<file path="config.mk">
export PLATFORM = sky130hd
export DESIGN_NAME = lsu
export DESIGN_NICKNAME = d
export VERILOG_FILES = /design/src/rtl/lsu.sv
export SDC_FILE = /design/constraint.sdc
export NUM_CORES = 1
export LEC_CHECK = 0
export ABC_AREA = 0
export CAP_MARGIN = 20
export CORE_MARGIN = 3
export CORE_UTILIZATION = 40
export CTS_CLUSTER_DIAMETER = 30
export DETAILED_ROUTE_END_ITERATION = 7
export MAX_ROUTING_LAYER = met4
export PLACE_DENSITY = 0.78
export SYNTH_ARGS = -nofsm -noshare
export SYNTH_HDL_FRONTEND = slang
export SYNTH_SLANG_ARGS = --single-unit
export TNS_END_PERCENT = 10
</file>
<file path="constraint.sdc">
create_clock -name clk -period 3.6 [get_ports clk]
set_clock_uncertainty 0.15 [all_clocks]
set_input_delay 0.72 -clock clk [delete_from_list [all_inputs] [get_ports clk]]
set_output_delay 0.72 -clock clk [all_outputs]
set_load 0.01 [all_outputs]
</file>
<file path="src/rtl/lsu.sv">
// Load/store unit: bridges the core's data port to a single-outstanding valid/ready bus,
// formatting store lanes and byte enables and aligning/extending load data.
module lsu (
    input  logic        clk,
    input  logic        rst_n,
    input  logic        dmem_req,
    input  logic        dmem_wr,
    input  logic [1:0]  dmem_size,
    input  logic        dmem_zero_ex,
    input  logic [31:0] addr,
    input  logic [31:0] wdata,
    output logic        stall,
    output logic [31:0] rdata,
    output logic        misalign_err,
    output logic        bus_valid,
    input  logic        bus_ready,
    output logic        bus_we,
    output logic [31:0] bus_addr,
    output logic [3:0]  bus_be,
    output logic [31:0] bus_wdata,
    input  logic        bus_rvalid,
    input  logic [31:0] bus_rdata
);
    typedef enum logic [1:0] {IDLE, REQ, WAIT_R, DONE} state_t;

    state_t      state;
    logic [1:0]  size_q;
    logic [1:0]  off_q;
    logic        zero_ex_q;
    logic        err_q;

    logic        misaligned;
    logic [3:0]  be_fmt;
    logic [31:0] wdata_fmt;
    logic [31:0] shifted;
    logic [31:0] load_ext;

    // Request formatting from the live core inputs; only consumed in IDLE.
    always_comb begin
        // NOTE: defaults first so every path assigns every signal and no latch is inferred.
        misaligned = 1'b0;
        be_fmt     = 4'b1111;
        wdata_fmt  = wdata;
        case (dmem_size)
            2'd0: begin
                be_fmt    = 4'b0001 << addr[1:0];
                wdata_fmt = {4{wdata[7:0]}};
            end
            2'd1: begin
                misaligned = addr[0];
                be_fmt     = 4'b0011 << {addr[1], 1'b0};
                wdata_fmt  = {2{wdata[15:0]}};
            end
            default: misaligned = |addr[1:0];
        endcase
    end

    assign shifted = bus_rdata >> {off_q, 3'b000};

    always_comb begin
        load_ext = bus_rdata;
        case (size_q)
            2'd0:    load_ext = {{24{~zero_ex_q & shifted[7]}}, shifted[7:0]};
            2'd1:    load_ext = {{16{~zero_ex_q & shifted[15]}}, shifted[15:0]};
            default: load_ext = bus_rdata;
        endcase
    end

    assign stall        = dmem_req && (state != DONE);
    assign misalign_err = err_q;

    // NOTE: non-blocking assignments so every register samples pre-edge values.
    always_ff @(posedge clk or negedge rst_n) begin
        if (!rst_n) begin
            state     <= IDLE;
            bus_valid <= 1'b0;
            bus_we    <= 1'b0;
            bus_addr  <= '0;
            bus_be    <= '0;
            bus_wdata <= '0;
            rdata     <= '0;
            err_q     <= 1'b0;
            size_q    <= '0;
            off_q     <= '0;
            zero_ex_q <= 1'b0;
        end else begin
            case (state)
                IDLE: begin
                    if (dmem_req) begin
                        if (misaligned) begin
                            err_q <= 1'b1;
                            rdata <= '0;
                            state <= DONE;
                        end else begin
                            bus_valid <= 1'b1;
                            bus_we    <= dmem_wr;
                            bus_addr  <= {addr[31:2], 2'b00};
                            bus_be    <= be_fmt;
                            bus_wdata <= wdata_fmt;
                            size_q    <= dmem_size;
                            off_q     <= addr[1:0];
                            zero_ex_q <= dmem_zero_ex;
                            state     <= REQ;
                        end
                    end
                end
                REQ: begin
                    // Payload registers are untouched here, so they stay stable under backpressure.
                    if (bus_ready) begin
                        bus_valid <= 1'b0;
                        state     <= bus_we ? DONE : WAIT_R;
                    end
                end
                WAIT_R: begin
                    if (bus_rvalid) begin
                        rdata <= load_ext;
                        state <= DONE;
                    end
                end
                DONE: begin
                    err_q <= 1'b0;
                    state <= IDLE;
                end
                default: state <= IDLE;
            endcase
        end
    end
endmodule

</file>
==> results of run 1 <==
[per-stage QoR]
| stage | util | worst slack, ns | hold WS, ns | std cells | power [W] |
|---|---|---|---|---|---|
| floorplan | - | 1.61 | 0.274 | 478 | 0.00364 |
| global placement | 0.583 | 0.569 | 0.312 | 826 | 0.00509 |
| detailed placement | 0.583 | 0.490 | 0.325 | 826 | 0.00521 |
| CTS | 0.608 | 0.685 | 0.245 | 842 | 0.00630 |
| global route | 0.608 | 0.645 | 0.274 | 842 | 0.00664 |
| finish | 0.608 | 0.702 | 0.237 | 842 | 0.00624 |
[cell families after synthesis]
kind of cell / Yosys count
AOI/OAI and AO/OA: 131
xor gates and xnor gates: 1
adders and majority gates: 5
buffers and inverters: 45
DFF: 108
muxes: 79
other: 1
and+or+nand+nor: 107
[flip-flops by register name (all words and copies together) (netlist names)]
register	flops
off_q	2
rdata	32
state	2
misalign_err	1
bus_valid	1
bus_we	1
bus_be	4
size_q	2
zero_ex_q	1
bus_wdata	32
bus_addr	30
[layout by cell type (no fill, tap or decap), types with 2 or more instances in the layout]
master and instances:
o21ai_0 55, conb_1 2, buf_4 8, o2bb2ai_1 9, or2b_1 6, inv_1 7, clkbuf_16 9, a21oi_1 15
o211a_1 7, nor2b_1 3, bufinv_16 2, nor2_1 9, nor3_1 2, o211ai_1 24, nand3_1 26, mux2i_1 34
clkdlybuf4s50_1 205, ha_1 5, nand2b_1 6, nand2_1 48, a32o_1 8, mux2_2 44, clkinv_2 2, dfrtp_1 108
[path summary, 6_finish.rpt]
path                                            from                        end  cells past startpoint
min in group clk           bus_wdata[22]$_DFFE_PN0P_  bus_wdata[22]$_DFFE_PN0P_                      2
max reg2reg                     state[1]$_DFFE_PN0P_   bus_addr[13]$_DFFE_PN0P_                      6
min                                            rst_n   bus_addr[23]$_DFFE_PN0P_                      1
max in group asynchronous                      rst_n    bus_addr[8]$_DFFE_PN0P_                      2
max                                         dmem_req                      stall                      3
min reg2reg                bus_wdata[22]$_DFFE_PN0P_  bus_wdata[22]$_DFFE_PN0P_                      2
[where the power goes]
part	total, W	switching (W)	internal [W]
sequential	0.00223	0.000447	0.00178
clock	0.00106	0.000449	0.000610
combinational	0.00295	0.00131	0.00164
[final cells by class]
| cell class | instances | area (sq um) | area share |
|---|---|---|---|
| multi-input cells | 325 | 2340 | 0.303 |
| clock inverters | 6 | 86.3 | 0.0112 |
| repair buffers | 214 | 2130 | 0.276 |
| flip-flops and latches | 108 | 2700 | 0.350 |
| clock buffers | 10 | 229 | 0.0296 |
| inverters | 7 | 26.3 | 0.00340 |
| well taps | 172 | 215 | 0.0278 |
[metal layers]
metal  global-route usage  vias to the layer above  routed length, um
met4               0.0715                        0                272
met1                0.267                     2155               6290
met5                    -                        -                  0
li1                     -                     2107                  -
met2                0.349                      185               7290
met3               0.0482                       21               1060
[cells in the mapped netlist (2+ instances only)]
| cell type | count | area share |
|---|---|---|
| a21oi_1 | 15 | 0.014 |
| a32o_1 | 8 | 0.015 |
| buf_2 | 11 | 0.010 |
| buf_4 | 4 | 0.0057 |
| buf_6 | 4 | 0.0086 |
| clkbuf_1 | 18 | 0.013 |
| dfrtp_1 | 108 | 0.51 |
| ha_1 | 5 | 0.012 |
| inv_1 | 7 | 0.0050 |
| mux2_2 | 44 | 0.094 |
| mux2i_1 | 34 | 0.065 |
| nand2_1 | 48 | 0.034 |
| nand2b_1 | 6 | 0.0071 |
| nand3_1 | 27 | 0.026 |
| nor2_1 | 9 | 0.0064 |
| nor2b_1 | 3 | 0.0036 |
| nor3_1 | 2 | 0.0019 |
| o211a_1 | 7 | 0.013 |
| o211ai_1 | 24 | 0.034 |
| o21ai_0 | 55 | 0.052 |
| o2bb2ai_1 | 9 | 0.015 |
| or2b_1 | 6 | 0.0086 |
==> summary.md, run 1 <==
| Metric | Value |
|---|---|
| TritonCTS sink count | approximately 110 |
| Gates resized, CTS repair | 0 |
| Post-CTS Setup Bufs | 0 |
| Die W | around 120 um |
| Total CTS buffers | 9 |
| Max clock buf depth | 2 |
| Max frequency | roughly 350 MHz |
| Synth Area per Inst | between 10 and 15 sq um |
| Initial Util | 0.413 |
| Hold WC Path Type | in -> async |
| Maximum vdd drop | a little over 0.5 mV |
| Data required time of the worst path | between 2 and 3 ns |
| CP Buf/Inv Count | 2 |
| Tot GR Track Use | 0.214 |
| Post-Synth XOR/XNOR Area | 0.00167 |
| GRT overflow | 0 |
| Design area | ~0.0077 sq mm |
| Placed cell area | ~0.0074 sq mm |
| Initial drt markers | roughly 470 |
| Final Hold Viols | 0 |
| Synth unique cells | between 40 and 50 |
| Synth Register Bits | ~110 |
| Vias in the first global route | 4,705 |
| CP Capture Type | output port |
| Ant diodes | 0 |
| Detailed-route DRC error count | 0 |
| Post-synthesis simple-gate area fraction | 0.0953 |
| Antenna Violating Nets Remaining | 0 |
| Critical Path, Cell by Cell | clkdlybuf4s50_1, nor2b_1, clkdlybuf4s50_1 |
| Largest family of logic cells by synthesized area | compound AO/OA/AOI/OAI gates |
| Die Ht | approximately 120 um |
| Multiplexer share of the synthesized area | 0.161 |
| CTS root buf | clkbuf_16 |
| CTS H-tree lvls | 3 |
| Setup violators final | 0 |
| Pin count of the biggest net entering global routing | ~100 |
| Via density | 5.31 |
| Routability Congestion | roughly 0.85 |
| Crit path max-delay family | buffers and inverters |
| Drt pass-1 iters | 5 |
| Setup TNS Final | 0 ns |
| WL per Instance | roughly 18 um |
| Max_slew headroom | 0.313 |
| CP arrival | 2.03 ns |
| Slowest CP cell | clkdlybuf4s50_1 |
| Worst reg2reg setup slack | 0.93 ns |
| Clock insertion delay at the later pin of the skew report | about 0.36 ns |
| Slew @ Worst Pin | about 1.0 ns |
| Mapped Area | 0.00525 sq mm |
| CTS tree | done |
| Asr flop ratio synth | 1.00 |
| DIE AREA | between 0.01 and 0.015 sq mm |
| Most frequent CP cell | clkdlybuf4s50_1 |
| Sequential area share after synthesis | 0.515 |
| Global-route wire length before repair | 24.1 mm |
| Post-Synthesis Cells | approximately 480 |
| Fin. max-slew vios | 0 |
| Post-Synth Adder-Cell Area | 0.0119 |
| P per Cell Area | between 800 and 900 mW/mm^2 |
| Peak fanout along the critical path | 6 |
| Row Count | 41 |
| Total length of routed wires | between 10 and 15 mm |
| Status | finished clean |
| CP peak stage delay | around 0.61 ns |
| Fillers | approximately 1,100 |
| Clock-pin slew on the worst setup and hold paths | about 0.07 ns |
| Synth Area in Compound Gates | 0.171 |
| Post-DP HPWL | roughly 11 mm |
| Synth Warn # | 0 |
| Core box area | about 0.013 sq mm |
| Via Count | between 4,000 and 5,000 |
| Input/output buffers | between 200 and 250 |
| Worst setup path class | in -> out |
| CP startpoint kind | input port |
| Post-CTS Hold Buffers | 0 |
| Max Cap Viol | 0 |
| Ys flop type | dfrtp_1 |
| Min Tclk post-route | between 2 and 3 ns |
| Static Leak | around 3.3 nW |
| RSZ-0062 raised after global routing | no |
| Post-synth EDFFs | 0 |
| Layout cells sized above 1 | 0.113 |
| Initial antenna violation count | 0 |
| Io pins | 209 |
| Final worst path period share | 0.805 |
| Area Growth Syn to Fin | 47.2% |
| Nets | roughly 780 |
Power figures use the tool's default switching activity.
==> run 2: changes to the inputs <==
==> constraint.sdc (replaced) <==
create_clock -name clk -period 2.7 [get_ports clk]
set_clock_uncertainty 0.15 [all_clocks]
set_input_delay 0.54 -clock clk [delete_from_list [all_inputs] [get_ports clk]]
set_output_delay 0.54 -clock clk [all_outputs]
set_load 0.01 [all_outputs]
==> summary.md, run 2 (synthesized netlist as in run 1, its figures left out) <==
| Metric | Value |
|---|---|
| DIE AREA | 0.0145 sq mm (unchanged) |
| Core box area | 0.0127 sq mm (unchanged) |
| P per Cell Area | 1070 mW/mm^2 (+33%) |
| Gates resized, CTS repair | 0 (unchanged) |
| CP Capture Type | flop |
| Worst setup path endpoint | rdata[7]$_DFFE_PN0P_ |
| Drt pass-1 iters | 5 (unchanged) |
| Vias in the first global route | 4,790 (+1.8%) |
| Total length of routed wires | 15.2 mm (+1.8%) |
| Antenna Violating Nets Remaining | 0 (unchanged) |
| CP arrival | 2.51 ns (+0.48 ns) |
| Data required time of the worst path | 2.84 ns (+0.11 ns) |
| Most frequent cells in the layout | clkdlybuf4s50_1 (205), dfrtp_1 (108), o21ai_0 (55) |
| RR Endpoint | rdata[7]$_DFFE_PN0P_ |
| RSZ-0062 raised after global routing | no |
| Fillers | 1,065 (-1.5%) |
| CP startpoint | state[1]$_DFFE_PN0P_ |
| Clock-pin slew on the worst setup and hold paths | 0.07 ns (about the same) |
| Final worst path period share | 0.878 |
| Min Tclk post-route | roughly 2.4 ns |
| Row Count | 41 (unchanged) |
| Worst reg2reg setup slack | 0.33 ns (-0.60 ns) |
| Worst R2R Start | state[1]$_DFFE_PN0P_ |
| Status | finished clean |
| Initial antenna violation count | 0 (unchanged) |
| Max Cap Viol | 0 (unchanged) |
| Ant diodes | 0 (unchanged) |
| Pin count of the biggest net entering global routing | 57 (-44%) |
| Clock insertion delay at the later pin of the skew report | 0.35 ns (about the same) |
| Nets | 785 (+1.3%) |
| Max clock buf depth | 2 (unchanged) |
| Commonest non-fill, non-tap cell in the layout | clkdlybuf4s50_1 |
| CP startpoint kind | flop |
| Input/output buffers | 206 (unchanged) |
| Io pins | 209 (unchanged) |
| Global-route wire length before repair | 24.4 mm (+1.1%) |
| CTS root buf | clkbuf_16 |
| Static Leak | 3.32 nW (+1.8%) |
| Post-CTS Setup Bufs | 0 (unchanged) |
| Peak fanout along the critical path | 9 (+3) |
| Layout cells sized above 1 | 0.125 (+0.0116) |
| Post-CTS Hold Buffers | 0 (unchanged) |
| Total power | 0.00841 W (+35%) |
| Max_slew headroom | 0.381 (+0.0677) |
| Worst setup path class | reg -> reg |
| Initial Util | 0.413 (unchanged) |
| GRT overflow | 0 (unchanged) |
| Detailed-route DRC error count | 0 (unchanged) |
| Placed cell area | 0.00751 sq mm (+1.4%) |
| Routability Congestion | 0.910 (+6.6%) |
| Fin. max-slew vios | 0 (unchanged) |
| Maximum vdd drop | 0.557 mV (+9.4%) |
| Tot GR Track Use | 0.216 (+0.00198) |
| Setup violators final | 0 (unchanged) |
| Via density | 5.35 (+0.73%) |
| Setup TNS Final | 0 ns (unchanged) |
| FF-to-FF path depth | 6 (unchanged) |
| CTS H-tree lvls | 3 (unchanged) |
| Initial drt markers | 270 (-43%) |
| Final Hold Viols | 0 (unchanged) |
| Design area | 0.00783 sq mm (+1.3%) |
| TritonCTS sink count | 108 (unchanged) |
| Max frequency | between 400 and 500 MHz |
| Via Count | 4,554 (+1.9%) |
| Hold WC Path Type | in -> async |
| CTS tree | done |
| Die W | 121 um (unchanged) |
| WL per Instance | 17.8 um (+0.59%) |
| Top flop regs | bus_wdata x32, rdata x32, bus_addr x30 |
| Die Ht | 121 um (unchanged) |
| Total CTS buffers | 9 (unchanged) |
| Post-DP HPWL | 11.6 mm (+5.0%) |
| Area Growth Syn to Fin | 49.1% |
| Multi-input gate area | 0.00234 sq mm (unchanged) |
| Slew @ Worst Pin | 0.925 ns (-0.105 ns) |
| Register area | 0.00270 sq mm (unchanged) |
-- run 2: final cells by class --
cell class / count / area share
Sequential cell: 108 / 0.345
Multi-Input combinational cell: 325 / 0.299
Timing Repair Buffer: 224 / 0.285
Clock buffer: 12 / 0.0315
Tap cell: 172 / 0.0275
Clock inverter: 4 / 0.00926
Inverter: 7 / 0.00335
-- run 2: worst min path at each step --
stage	start	endpoint
floorplan	rst_n	bus_addr[10]$_DFFE_PN0P_
global placement	bus_wdata[10]$_DFFE_PN0P_	bus_wdata[10]$_DFFE_PN0P_
detailed placement	bus_wdata[10]$_DFFE_PN0P_	bus_wdata[10]$_DFFE_PN0P_
CTS	rst_n	bus_addr[25]$_DFFE_PN0P_
global route	rst_n	bus_addr[28]$_DFFE_PN0P_
finish	rst_n	bus_addr[25]$_DFFE_PN0P_
-- run 2: worst max-delay path, cell delays in order (launching register included) --
cell	delay (ns)
dfrtp_1	0.41
inv_1	0.15
ha_1	0.33
a21boi_2	0.36
and2_1	0.20
or2_0	0.47
a22o_1	0.24
-- run 2: routing by layer --
layer	wire length, um	global-route usage
met5	0	-
met4	352	0.0822
met3	1270	0.0603
met2	7390	0.350
met1	6170	0.259
-- run 2: metrics by stage --
step	instances	setup WS [ns]	hold slack, ns	utilization
after floorplan	478	0.708	0.0944	-
after global placement	836	0.225	0.312	0.591
after detailed placement	836	0.122	0.325	0.591
after CTS	852	0.310	0.118	0.616
after global routing	852	0.138	0.156	0.616
final	852	0.331	0.0919	0.616
-- run 2: power breakdown --
part	leakage (nW)	internal, W	switching, W
Combinational	1.81	0.00224	0.00184
Sequential	1.36	0.00238	0.000519
Clock	0.153	0.000838	0.000594
==> run 3: changes to the inputs <==
--- a/config.mk
+++ b/config.mk
@@ -13,6 +13,7 @@
 export DETAILED_ROUTE_END_ITERATION = 7
 export MAX_ROUTING_LAYER = met4
 export PLACE_DENSITY = 0.78
+export SLEW_MARGIN = 30
 export SYNTH_ARGS = -nofsm -noshare
 export SYNTH_HDL_FRONTEND = slang
 export SYNTH_SLANG_ARGS = --single-unit
==> results of run 3 <==
The final DEF is identical to that of run 2; final timing and power are the same.
